File: config.mk
export PLATFORM = sky130hd
export DESIGN_NAME = snoopy_bus_arbiter
export DESIGN_NICKNAME = d
export VERILOG_FILES = /design/src/rtl/snoopy_bus_arbiter_pkg.sv /design/src/rtl/snoopy_bus_arbiter_rr_picker.sv /design/src/rtl/snoopy_bus_arbiter.sv
export SDC_FILE = /design/constraint.sdc
export NUM_CORES = 1
export LEC_CHECK = 0
export ABC_AREA = 1
export BUFFER_PORTS_ARGS = -buffer_cell sky130_fd_sc_hd__buf_2
export CORE_AREA = 3 3 319 321
export CTS_CLUSTER_SIZE = 14
export DETAILED_ROUTE_END_ITERATION = 16
export DIE_AREA = 0 0 322 324
export HOLD_SLACK_MARGIN = 0.15
export PLACE_DENSITY_LB_ADDON = 0.08
export SKIP_LAST_GASP = 1
export SYNTH_ARGS = -nofsm -noshare
export SYNTH_HDL_FRONTEND = slang
export SYNTH_SLANG_ARGS = --single-unit
File: constraint.sdc
create_clock -name clk -period 1.5 [get_ports clk]
set_input_delay 0.15 -clock clk [delete_from_list [all_inputs] [get_ports clk]]
set_output_delay 0.15 -clock clk [all_outputs]
set_load 0.005 [all_outputs]
File: src/rtl/snoopy_bus_arbiter_pkg.sv
// Shared types for the snoopy bus arbiter: arbitration state encoding and index-width helper.
package snoopy_bus_arbiter_pkg;

  typedef enum logic [1:0] {
    ARB_IDLE,
    ARB_MEM,
    ARB_RESP
  } arb_stat_t;

  function automatic int idx_width(input int n);
    return (n > 1) ? $clog2(n) : 1;
  endfunction

endpackage

File: src/rtl/snoopy_bus_arbiter_rr_picker.sv
// Round-robin picker: first eligible master at or after rr_ptr, searched cyclically.
module snoopy_bus_arbiter_rr_picker
  import snoopy_bus_arbiter_pkg::*;
#(
  parameter int N    = 2,
  parameter int IDXW = idx_width(N)
) (
  input  logic [N-1:0]    eligible,
  input  logic [IDXW-1:0] rr_ptr,
  output logic [IDXW-1:0] grant,
  output logic            any_valid
);

  logic [IDXW:0]   sum;
  logic [IDXW-1:0] idx;

  // Walk offsets from farthest to nearest so the closest eligible master wins.
  always_comb begin
    grant     = rr_ptr;
    any_valid = |eligible;
    sum       = '0;
    idx       = '0;
    for (int k = N - 1; k >= 0; k--) begin
      sum = {1'b0, rr_ptr} + (IDXW + 1)'(k);
      if (sum >= (IDXW + 1)'(N)) begin
        sum = sum - (IDXW + 1)'(N);
      end
      idx = sum[IDXW-1:0];
      if (eligible[idx]) begin
        grant = idx;
      end
    end
  end

endmodule

File: src/rtl/snoopy_bus_arbiter.sv
// Round-robin arbiter of cache ports onto one memory port, with write-invalidate broadcast.
// Invalidation engine is built only when SNOOPY_BUS_INV_EN is defined.
module snoopy_bus_arbiter
  import snoopy_bus_arbiter_pkg::*;
#(
  parameter int NUM_MASTERS = 2,
  parameter int WIDTH       = 128,
  parameter int MASKW       = WIDTH / 8,
  parameter int ADDR_WIDTH  = 32
) (
  input  logic                              clk,
  input  logic                              rst,
  input  logic [NUM_MASTERS-1:0]            m_rw_valid,
  input  logic [NUM_MASTERS-1:0]            m_rw_we,
  input  logic [NUM_MASTERS*ADDR_WIDTH-1:0] m_rw_addr,
  input  logic [NUM_MASTERS*MASKW-1:0]      m_w_mask,
  input  logic [NUM_MASTERS*WIDTH-1:0]      m_w_data,
  input  logic [NUM_MASTERS-1:0]            m_w_ce,
  output logic [NUM_MASTERS-1:0]            m_rw_ready,
  output logic [WIDTH-1:0]                  m_r_data,
  output logic [NUM_MASTERS-1:0]            m_inv_valid,
  output logic [ADDR_WIDTH-1:0]             m_inv_addr,
  input  logic [NUM_MASTERS-1:0]            m_inv_ready,
  output logic                              mem_valid,
  output logic                              mem_we,
  output logic [ADDR_WIDTH-1:0]             mem_addr,
  output logic [MASKW-1:0]                  mem_wmask,
  output logic [WIDTH-1:0]                  mem_wdata,
  output logic                              mem_ce,
  input  logic                              mem_ready,
  input  logic [WIDTH-1:0]                  mem_rdata
);

  localparam int IDXW = idx_width(NUM_MASTERS);

  arb_stat_t              state_reg, state_next;
  logic [IDXW-1:0]        grant_reg, rr_ptr_reg, pick;
  logic                   any_valid;
  logic                   we_reg, ce_reg;
  logic [ADDR_WIDTH-1:0]  addr_reg;
  logic [MASKW-1:0]       mask_reg;
  logic [WIDTH-1:0]       data_reg, rdata_reg;
  logic                   inv_busy;
  logic [NUM_MASTERS-1:0] eligible, grant_onehot;

  // Writes wait while an invalidation is outstanding; reads never do.
  assign eligible = m_rw_valid & ~(m_rw_we & {NUM_MASTERS{inv_busy}});

  snoopy_bus_arbiter_rr_picker #(
    .N    (NUM_MASTERS),
    .IDXW (IDXW)
  ) u_rr_picker (
    .eligible  (eligible),
    .rr_ptr    (rr_ptr_reg),
    .grant     (pick),
    .any_valid (any_valid)
  );

  always_ff @(posedge clk) begin
    if (rst) begin
      state_reg  <= ARB_IDLE;
      grant_reg  <= '0;
      rr_ptr_reg <= '0;
      we_reg     <= 1'b0;
      ce_reg     <= 1'b0;
      addr_reg   <= '0;
      mask_reg   <= '0;
      data_reg   <= '0;
      rdata_reg  <= '0;
    end else begin
      state_reg <= state_next;
      if (state_reg == ARB_IDLE && any_valid) begin
        grant_reg  <= pick;
        we_reg     <= m_rw_we[pick];
        ce_reg     <= m_w_ce[pick];
        addr_reg   <= m_rw_addr[pick*ADDR_WIDTH +: ADDR_WIDTH];
        mask_reg   <= m_w_mask[pick*MASKW +: MASKW];
        data_reg   <= m_w_data[pick*WIDTH +: WIDTH];
        rr_ptr_reg <= (pick == IDXW'(NUM_MASTERS - 1)) ? '0 : pick + IDXW'(1);
      end
      if (state_reg == ARB_MEM && mem_ready) begin
        rdata_reg <= mem_rdata;
      end
    end
  end

  always_comb begin
    state_next = state_reg;
    mem_valid  = 1'b0;
    case (state_reg)
      ARB_IDLE: if (any_valid) state_next = ARB_MEM;
      ARB_MEM: begin
        mem_valid = 1'b1;
        if (mem_ready) state_next = ARB_RESP;
      end
      ARB_RESP: state_next = ARB_IDLE;
      default:  state_next = ARB_IDLE;
    endcase
  end

  for (genvar gi = 0; gi < NUM_MASTERS; gi++) begin : g_grant
    assign grant_onehot[gi] = (grant_reg == IDXW'(gi));
    assign m_rw_ready[gi]   = (state_reg == ARB_RESP) && grant_onehot[gi];
  end

  assign m_r_data  = rdata_reg;
  assign mem_we    = we_reg;
  assign mem_addr  = addr_reg;
  assign mem_wmask = mask_reg;
  assign mem_wdata = data_reg;
  assign mem_ce    = ce_reg;

`ifdef SNOOPY_BUS_INV_EN
  logic [NUM_MASTERS-1:0] inv_pend_reg;
  logic [ADDR_WIDTH-1:0]  inv_addr_reg;

  // A write can only be granted with inv_pend empty, so loading never overlaps clearing.
  always_ff @(posedge clk) begin
    if (rst) begin
      inv_pend_reg <= '0;
      inv_addr_reg <= '0;
    end else if (state_reg == ARB_RESP && we_reg) begin
      inv_pend_reg <= ~grant_onehot;
      inv_addr_reg <= addr_reg;
    end else begin
      inv_pend_reg <= inv_pend_reg & ~m_inv_ready;
    end
  end

  assign inv_busy    = |inv_pend_reg;
  assign m_inv_valid = inv_pend_reg;
  assign m_inv_addr  = inv_addr_reg;
`else
  logic unused_inv_ready;

  assign unused_inv_ready = ^m_inv_ready;
  assign inv_busy         = 1'b0;
  assign m_inv_valid      = '0;
  assign m_inv_addr       = '0;
`endif

endmodule

### Word level (Yosys, flattened, before mapping)

Index checks and enable logic that the tools add are counted.

* order comparisons: 5
* bitwise gates (word level): 1
* reductions and logical operators: 7
* eq/ne operators: 4
* $add $sub $neg: 4
* shift-type cells: 3
* multiplexer cells: 17

Operators with widths (count)
* $shiftx A256 B9 Y128: 1
* $shiftx A64 B7 Y32: 1
* $shiftx A32 B6 Y16: 1
* $mux W1: 14
* $lt A1 B2 Y1 const B: 3
* $logic_and A1 B1 Y1: 4
* $mux W2: 2
* $ne A2 B2 Y1 const B: 2
* $pmux W2 S2: 1
* $add A1 B1 Y2 const B: 1
* $eq A2 B1 Y1 const B: 1
* $eq A2 B2 Y1 const B: 1
* $ge A1 B2 Y1 const B: 1
* $ge A2 B2 Y1 const B: 1
* $logic_not A2 Y1: 1
* $reduce_and A2 Y1: 1
* $reduce_or A2 Y1: 1
* $sub A1 B1 Y1 const B: 2
* $add A1 B1 Y1 const B: 1
* $not A1 Y1: 1

* input bits: 491
* logic and storage cells: 50
* register bits after elaboration: 310

### Logic depth before layout (Yosys ltp)

Gate-level depths: netlist (run 1).

* depth in word-level cells: 9
* mapped depth: 9
* mapped depth without buffers: 7

### Hierarchy

A second synthesis (run 1) with hierarchy kept.

* cell total of the unflattened synthesis: 2572
* area total of the unflattened synthesis: 15104.5 µm²

Modules (own cells, without submodules)
* snoopy_bus_arbiter: times used 1, area an instance 15085.7 µm², cells each 2568, sequential area each 6206.0 µm²
* snoopy_bus_arbiter_rr_picker: times used 1, area an instance 18.8 µm², cells each 4, sequential area each 0.0 µm²

### Least setup slack after synthesis (run 1)

OpenSTA, ideal clock, no wires.

* path type: reg-to-reg
* start: reg rr_ptr_reg
* end: reg data_reg[38], in the netlist mem_wdata[38]
* path buffers: 2
* path slack: 0.215 ns
* cell stages (with the launch flop): 9
* arrival: 1.158 ns
* period minus slack after synthesis: 1.285 ns
* required time: 1.372 ns
* library setup time: 0.128 ns
* cell sequence: dfxtp_1 -> nor2_1 -> inv_1 -> nand2_2 -> buf_2 -> buf_2 -> nor3_1 -> nor2_1 -> nor2_1

* cells in the longest elaborated chain, start to end: 8
* elaborated cells on any way between the ends: 14
* those cells by class: add/sub: 3; order compare: 2; shift: 1; mux: 8

Ends and longest elaborated chain
* from (decl): line snoopy_bus_arbiter.sv:37 `logic [IDXW-1:0] grant_reg, rr_ptr_reg, pick;`
* from (signal assigned): line snoopy_bus_arbiter.sv:79 `rr_ptr_reg <= (pick == IDXW'(NUM_MASTERS - 1)) ? '0 : pick + IDXW'(1);`
* $add A1 B1 Y2: line snoopy_bus_arbiter_rr_picker.sv:24 `sum = {1'b0, rr_ptr} + (IDXW + 1)'(k);`
* $ge A2 B2 Y1 / $sub A1 B1 Y1 (equally long branches): line snoopy_bus_arbiter_rr_picker.sv:25, snoopy_bus_arbiter_rr_picker.sv:26
* $mux W1: line snoopy_bus_arbiter_rr_picker.sv:25 `if (sum >= (IDXW + 1)'(N)) begin`
* $mux W1 (not written as such) (2 in series): line snoopy_bus_arbiter_rr_picker.sv:29 `if (eligible[idx]) begin`
* $mux W1: line snoopy_bus_arbiter_rr_picker.sv:29
* $mux W1 (*): line snoopy_bus_arbiter_rr_picker.sv:29
* $shiftx A256 B9 Y128 (*): line snoopy_bus_arbiter.sv:78 `data_reg <= m_w_data[pick*WIDTH +: WIDTH];`
* to (signal assigned): line snoopy_bus_arbiter.sv:78
* to (decl): line snoopy_bus_arbiter.sv:42 `logic [WIDTH-1:0] data_reg, rdata_reg;`

Every way passes the cells marked *; elsewhere a longest branch is shown, timed or not. The select of a mux whose other input is x is not followed.
A chain may end at the register's enable or synchronous reset.

### Worst setup path in the final report (run 1)

* start: reg state_reg[0]
* end: reg data_reg[31], in the netlist mem_wdata[31]

* cells in the longest elaborated chain, start to end: 2

Ends and longest elaborated chain
* from (decl): line snoopy_bus_arbiter.sv:36 `arb_stat_t state_reg, state_next;`
* from (signal assigned): line snoopy_bus_arbiter.sv:71 `state_reg <= state_next;`
* $logic_not A2 Y1: line snoopy_bus_arbiter.sv:72 `if (state_reg == ARB_IDLE && any_valid) begin`
* $logic_and A1 B1 Y1: line snoopy_bus_arbiter.sv:72

Every way passes these cells.

==> results of run 1 <==
==> cells in the final DEF (no fill, tap or decap), types with 2 or more instances in the layout <==
| master | Yosys | layout |
|---|---|---|
| diode_2 | 0 | 3 |
| nand2_1 | 490 | 337 |
| nor3_4 | 0 | 55 |
| nand2_4 | 0 | 58 |
| conb_1 | 1 | 34 |
| nand3_2 | 0 | 45 |
| buf_6 | 0 | 27 |
| nand3_4 | 0 | 5 |
| inv_6 | 0 | 2 |
| buf_16 | 0 | 34 |
| nand3_1 | 394 | 344 |
| buf_2 | 92 | 793 |
| nor3_2 | 0 | 46 |
| clkbuf_1 | 60 | 7 |
| bufinv_16 | 0 | 5 |
| a21oi_1 | 130 | 126 |
| bufbuf_16 | 0 | 2 |
| nor2_4 | 1 | 4 |
| dfxtp_1 | 310 | 307 |
| clkinv_2 | 0 | 9 |
| buf_12 | 0 | 54 |
| dlygate4sd3_1 | 0 | 486 |
| nor2_2 | 1 | 25 |
| clkbuf_8 | 0 | 10 |
| buf_8 | 0 | 23 |
| inv_2 | 3 | 3 |
| inv_1 | 182 | 181 |
| nand2_8 | 0 | 9 |
| a21oi_2 | 1 | 4 |
| nand2_2 | 2 | 94 |
| dfxtp_2 | 0 | 2 |
| nor2_1 | 275 | 248 |
| buf_4 | 46 | 63 |
| nor3_1 | 135 | 34 |
| clkbuf_16 | 0 | 69 |
==> per-layer routing <==
metal / vias up / routed length [µm]
met1: 9048 / 35000
li1: 9544 / -
met3: 122 / 6050
met2: 666 / 43300
met5: - / 0
met4: 0 / 2420
==> worst reg2reg max path, stage by stage (launching register included) <==
cell     delay (ns)
dfxtp_2        0.33
nor2_2         0.12
buf_6          0.12
nand2_8        0.07
buf_16         0.16
buf_8          0.12
buf_12         0.14
buf_12         0.14
buf_16         0.14
nand2_2        0.05
nand2_1        0.04
nor2_1         0.11
nor2_1         0.05
==> power groups by stage <==
| stage | logic [mW] | registers, mW | clock network [mW] |
|---|---|---|---|
| 6_report | 9.29 | 9.36 | 11.4 |
| 2_1_floorplan | 2.64 | 9.44 | 0 |
| 4_1_cts | 7.90 | 9.26 | 11.9 |
| 5_1_grt | 10.1 | 9.43 | 12.2 |
| 3_3_place_gp | 5.52 | 9.41 | 0 |
| 3_5_place_dp | 5.52 | 9.42 | 0 |
==> metrics by stage <==
| step | setup slack (ns) | setup TNS [ns] |
|---|---|---|
| 2_1_floorplan | 0.215 | 0 |
| 3_3_place_gp | -0.0725 | -0.510 |
| 3_5_place_dp | -0.0645 | -0.916 |
| 4_1_cts | -0.254 | -32.18 |
| 5_1_grt | -0.305 | -34.73 |
| 6_report | -0.216 | -15.31 |
==> layout make-up <==
type / count / share of cell area
timing repair buffer: 1506 / 0.405
multi-input combinational: 1471 / 0.271
sequential: 310 / 0.199
tap: 1298 / 0.0521
clock buffer: 62 / 0.0418
inverter: 185 / 0.0225
clock inverter: 18 / 0.00795
antenna: 3 / 0.000241
==> worst paths after layout <==
| path | startpoint | endpoint | depth (start not counted) |
|---|---|---|---|
| setup / recovery | state_reg[0] | mem_wdata[31] | 12 |
| hold / removal | m_rw_valid[1] | rr_ptr_reg | 6 |
| setup reg to reg | state_reg[0] | mem_wdata[31] | 12 |
| hold reg to reg | m_r_data[88] | m_r_data[88] | 2 |
==> what timing repair did <==
item / in CTS / in global routing
buffers inserted: 32 / 25
cloned: 26 / 38
pin swaps: 44 / 232
gates resized for setup: 151 / 483
hold buffers: 486 / 0
endpoints found under the setup margin: 87 / 312
endpoints found under the hold margin: 307 / 0
==> cell families (layout without fill, tap and decap cells) <==
kind of cell,Yosys count,after routing,synth area share
other cells,1,37,0.000264
simple gates,1299,1305,0.392
compound gates,132,132,0.0468
buf+inv,391,1771,0.124
flops,310,310,0.438
==> reports/summary.txt, run 1 <==
FF/Latch Area -> 6210 µm²
num ports -> 834
ys flop type -> dfxtp_1
vias -> 19400
Port-buffer cells -> 797
DRC violations left -> 0
met1 global-route usage -> 0.167
Final Setup Violations -> 156
die area -> 104000 µm²
DP HPWL -> 55.3 mm
synthesized area -> 14200 µm²
synth unique cells -> 19
vias per cell -> 3.99
WL per Instance -> 17.9 µm
combinational power share -> 0.310
DRT iter0 DRCs -> 770
Power Total -> 30.0 mW
post-route cell area -> 31100 µm²
max-cap violations -> 0
Final Net Count -> 4010
CORE AREA -> 99600 µm²
largest vdd supply drop -> 630 µV
Post-synth EDFFs -> 0
syn_area_per_cell -> 6.65 µm²
clock share of power -> 0.379
Sink Count -> 310
failing checks -> setup timing
CP peak stage delay -> 0.33 ns
# rows -> 116
vias in the first global route -> 19200
Net Sw Frac -> 0.314
TritonCTS clock tree -> yes
crit path max fanout -> 7
GP Congestion -> 0.772
switching power -> 9.43 mW
top cell type by total area after synthesis -> dfxtp_1
Worst path slowest cell -> dfxtp_2
Setup crit end kind -> flop
Antenna Nets Post-Route -> 0
TritonCTS Buffers -> 45
total grt overflow -> 0
Die X -> 322 µm
Placed Cells -> 4176
share of the synthesized area in the top cell type -> 0.438
GRT Util Overall -> 0.146
Initial Util -> 0.142
worst hold margin -> 0.334 ns
outcome -> complete, but fails checks
grt met2 use -> 0.261
clk_lat worst skew -> 0.61 ns
H-tree depth -> 2
gr busiest metal -> met2
crit path cell chain -> nor2_2, buf_6, nand2_8, buf_16, buf_8, buf_12, buf_12, buf_16, nand2_2, nand2_1, nor2_1, nor2_1
Post-Syn Instances -> 2133
pwr dens -> 963 nW/µm²
worst path required time -> 1.97 ns
CP top delay family -> buffers and inverters
Placed Area -> 20200 µm²
Int Pwr -> 20.6 mW
first-pass GRT wire length -> 117 mm
final setup margin -> -0.216 ns
r2r setup slk -> -0.22 ns
nature of the critical path startpoint -> flop
1st-pass router iterations -> 5
area delta synth->final -> 120%
Pins Over Slew Limit -> 0
crit path time final -> 1.72 ns
Data arrival, critical path -> 2.19 ns
yosys warns -> 0
initial antenna violation count -> 4
number of synthesized register bits -> 310
CP Class -> reg2reg
CTS clk-pin slew, worst paths -> 0.06 ns
count leader, synth -> nand2_1
GR met3 Demand/Resource -> 0.0442
CTS Root Cell -> clkbuf_16
ranking of synthesized cells by area -> dfxtp_1 (44%), nand3_1 (14%), nand2_1 (13%)
clock skew -> 0.0318 ns
f_max -> 583 MHz
Leak -> 15.5 nW
part of the power in registers -> 0.312
Synth top cells by count -> nand2_1 (490), nand3_1 (394), dfxtp_1 (310)
RSZ-0062 raised after global routing -> yes
area of the multi-input gates -> 8430 µm²
final core occ -> 0.313
worst path buffer plus inverter count -> 6
Final Hold Viols -> 0
final cell count without fillers -> 4853
Hold Crit Class -> in2reg
clk buf depth -> 3
largest net degree at the start of global routing -> 61
die height -> 324 µm
Async S/R FF share, synth -> 0
post-synthesis sequential area ratio -> 0.438
Routed WL -> 86.8 mm
fin crit share -> 1.14
Fill cells -> 10700
fraction of layout cells with a size suffix above 1 -> 0.407
(Power assumes the default switching activity.)
==> run 2, diff against run 1 <==
--- a/config.mk
+++ b/config.mk
@@ -13,6 +13,7 @@
 export DIE_AREA = 0 0 322 324
 export HOLD_SLACK_MARGIN = 0.15
 export PLACE_DENSITY_LB_ADDON = 0.08
+export SETUP_SLACK_MARGIN = 0.15
 export SKIP_LAST_GASP = 1
 export SYNTH_ARGS = -nofsm -noshare
 export SYNTH_HDL_FRONTEND = slang
==> reports/summary.txt, run 2 (synthesis gave the netlist of run 1 again) <==
worst hold margin -> 0.306 ns
WL per Instance -> 18.2 µm
vias -> 19700
Final Setup Violations -> 313
Hold Crit Class -> in2reg
clock skew -> 0.0251 ns
Sink Count -> 310
total grt overflow -> 0
most frequent cells in the layout -> buf_2 (790), dlygate4sd3_1 (486), nand3_1 (310)
GP Congestion -> 0.772
first-pass GRT wire length -> 122 mm
clk_lat worst skew -> 0.61 ns
CTS Root Cell -> clkbuf_16
max-cap violations -> 0
commonest non-fill, non-tap cell in the layout -> buf_2
Fill cells -> 10600
TritonCTS clock tree -> yes
outcome -> complete, but fails checks
CORE AREA -> 99600 µm²
Worst path slowest cell -> dfxtp_2
Data arrival, critical path -> 2.22 ns
nature of the critical path startpoint -> flop
largest vdd supply drop -> 635 µV
DP HPWL -> 55.3 mm
die area -> 104000 µm²
Port-buffer cells -> 797
DRT iter0 DRCs -> 662
vias in the first global route -> 19800
crit path cell chain -> inv_2, buf_6, nor2_4, buf_12, buf_6, buf_12, nand2_8, buf_12, clkbuf_16, nand2_4, a21oi_2
Initial Util -> 0.142
Final Hold Viols -> 0
Routed WL -> 89.1 mm
TritonCTS Buffers -> 45
initial antenna violation count -> 4
headroom to the max-slew limit -> 0.596
die height -> 324 µm
CP peak stage delay -> 0.35 ns
CTS clk-pin slew, worst paths -> 0.06 ns
final setup margin -> -0.261 ns
Final Net Count -> 4051
fin crit share -> 1.17
worst path required time -> 1.96 ns
pwr dens -> 929 nW/µm²
RSZ-0062 raised after global routing -> yes
Setup crit end kind -> flop
post-route cell area -> 33400 µm²
CP most frequent cell -> buf_12
slew of the pin with the lowest slew margin -> 0.606 ns
DRC violations left -> 0
CP Class -> reg2reg
Setup TNS -> -48.35 ns
1st-pass router iterations -> 5
num ports -> 834
Die X -> 322 µm
f_max -> 568 MHz
failing checks -> setup timing
area of the multi-input gates -> 9890 µm²
area delta synth->final -> 136%
Power Total -> 31.1 mW
Pins Over Slew Limit -> 0
Leak -> 16.4 nW
clk buf depth -> 3
vias per cell -> 4.03
crit path max fanout -> 8
# rows -> 116
H-tree depth -> 2
crit path time final -> 1.76 ns
Antenna Nets Post-Route -> 0
largest net degree at the start of global routing -> 61
Placed Area -> 20200 µm²
GRT Util Overall -> 0.154
FF/Latch Area -> 6230 µm²
fraction of layout cells with a size suffix above 1 -> 0.498
-- run 2: changes by cell type in the layout (fill, tap and decap cells not counted), sizes merged --
cell    change
nand2       -3
clkbuf      -6
buf        +50
-- run 2: critical path: cells and delay by family, from the launching register on --
| family | cells | cell delay (ns) |
|---|---|---|
| AOI/OAI and AO/OA | 1 | 0.04 |
| buffers and inverters | 7 | 0.89 |
| DFF | 1 | 0.35 |
| and+or+nand+nor | 3 | 0.28 |
-- run 2: layer usage --
layer	global-route usage	share of wire	wire (µm)	vias up
li1	-	-	-	9637
met1	0.178	0.40	35600	9288
met2	0.275	0.51	45200	666
met3	0.0444	0.068	6050	114
met4	0.0424	0.025	2250	0
met5	0	0	0	-
-- run 2: cell type report --
type,instances,share of cell area
Antenna cell,3,0.000224
Inverter,185,0.0209
Multi-Input combinational cell,1468,0.296
Clock buffer,62,0.0389
Tap cell,1298,0.0486
Sequential cell,310,0.186
Timing Repair Buffer,1550,0.402
Clock inverter,18,0.00741
-- run 2: metrics by stage --
step	std cells	util	setup slack, ns
4_1_cts	4847	0.300	-0.254
3_5_place_dp	4176	0.203	-0.0645
5_1_grt	4894	0.336	-0.312
6_report	4894	0.336	-0.261
3_3_place_gp	4176	0.203	-0.0725
2_1_floorplan	2166	-	0.215
-- run 2: where the power goes --
part           internal [mW]  switching (mW)  leakage, nW
combinational           5.30            4.91         13.1
clock                   6.93            4.45        0.767
sequential              8.90           0.558         2.54
total                   21.1            9.92         16.4
-- run 2: worst paths after layout --
path	start	depth (start not counted)	slack [ns]	to
setup / recovery	state_reg[0]	11	-0.26	m_r_data[79]
hold / removal	m_rw_valid[1]	6	0.31	rr_ptr_reg
setup reg to reg	state_reg[0]	11	-0.26	m_r_data[79]
hold reg to reg	m_r_data[32]	2	0.46	m_r_data[32]
-- run 2: timing repair --
action	CTS	global route
pin swaps	96	255
gates cloned	49	22
endpoints found under the setup margin	311	321
hold buffers	486	0
gates resized for setup	330	760
buffers inserted	57	22
hold endpoints to repair	308	0
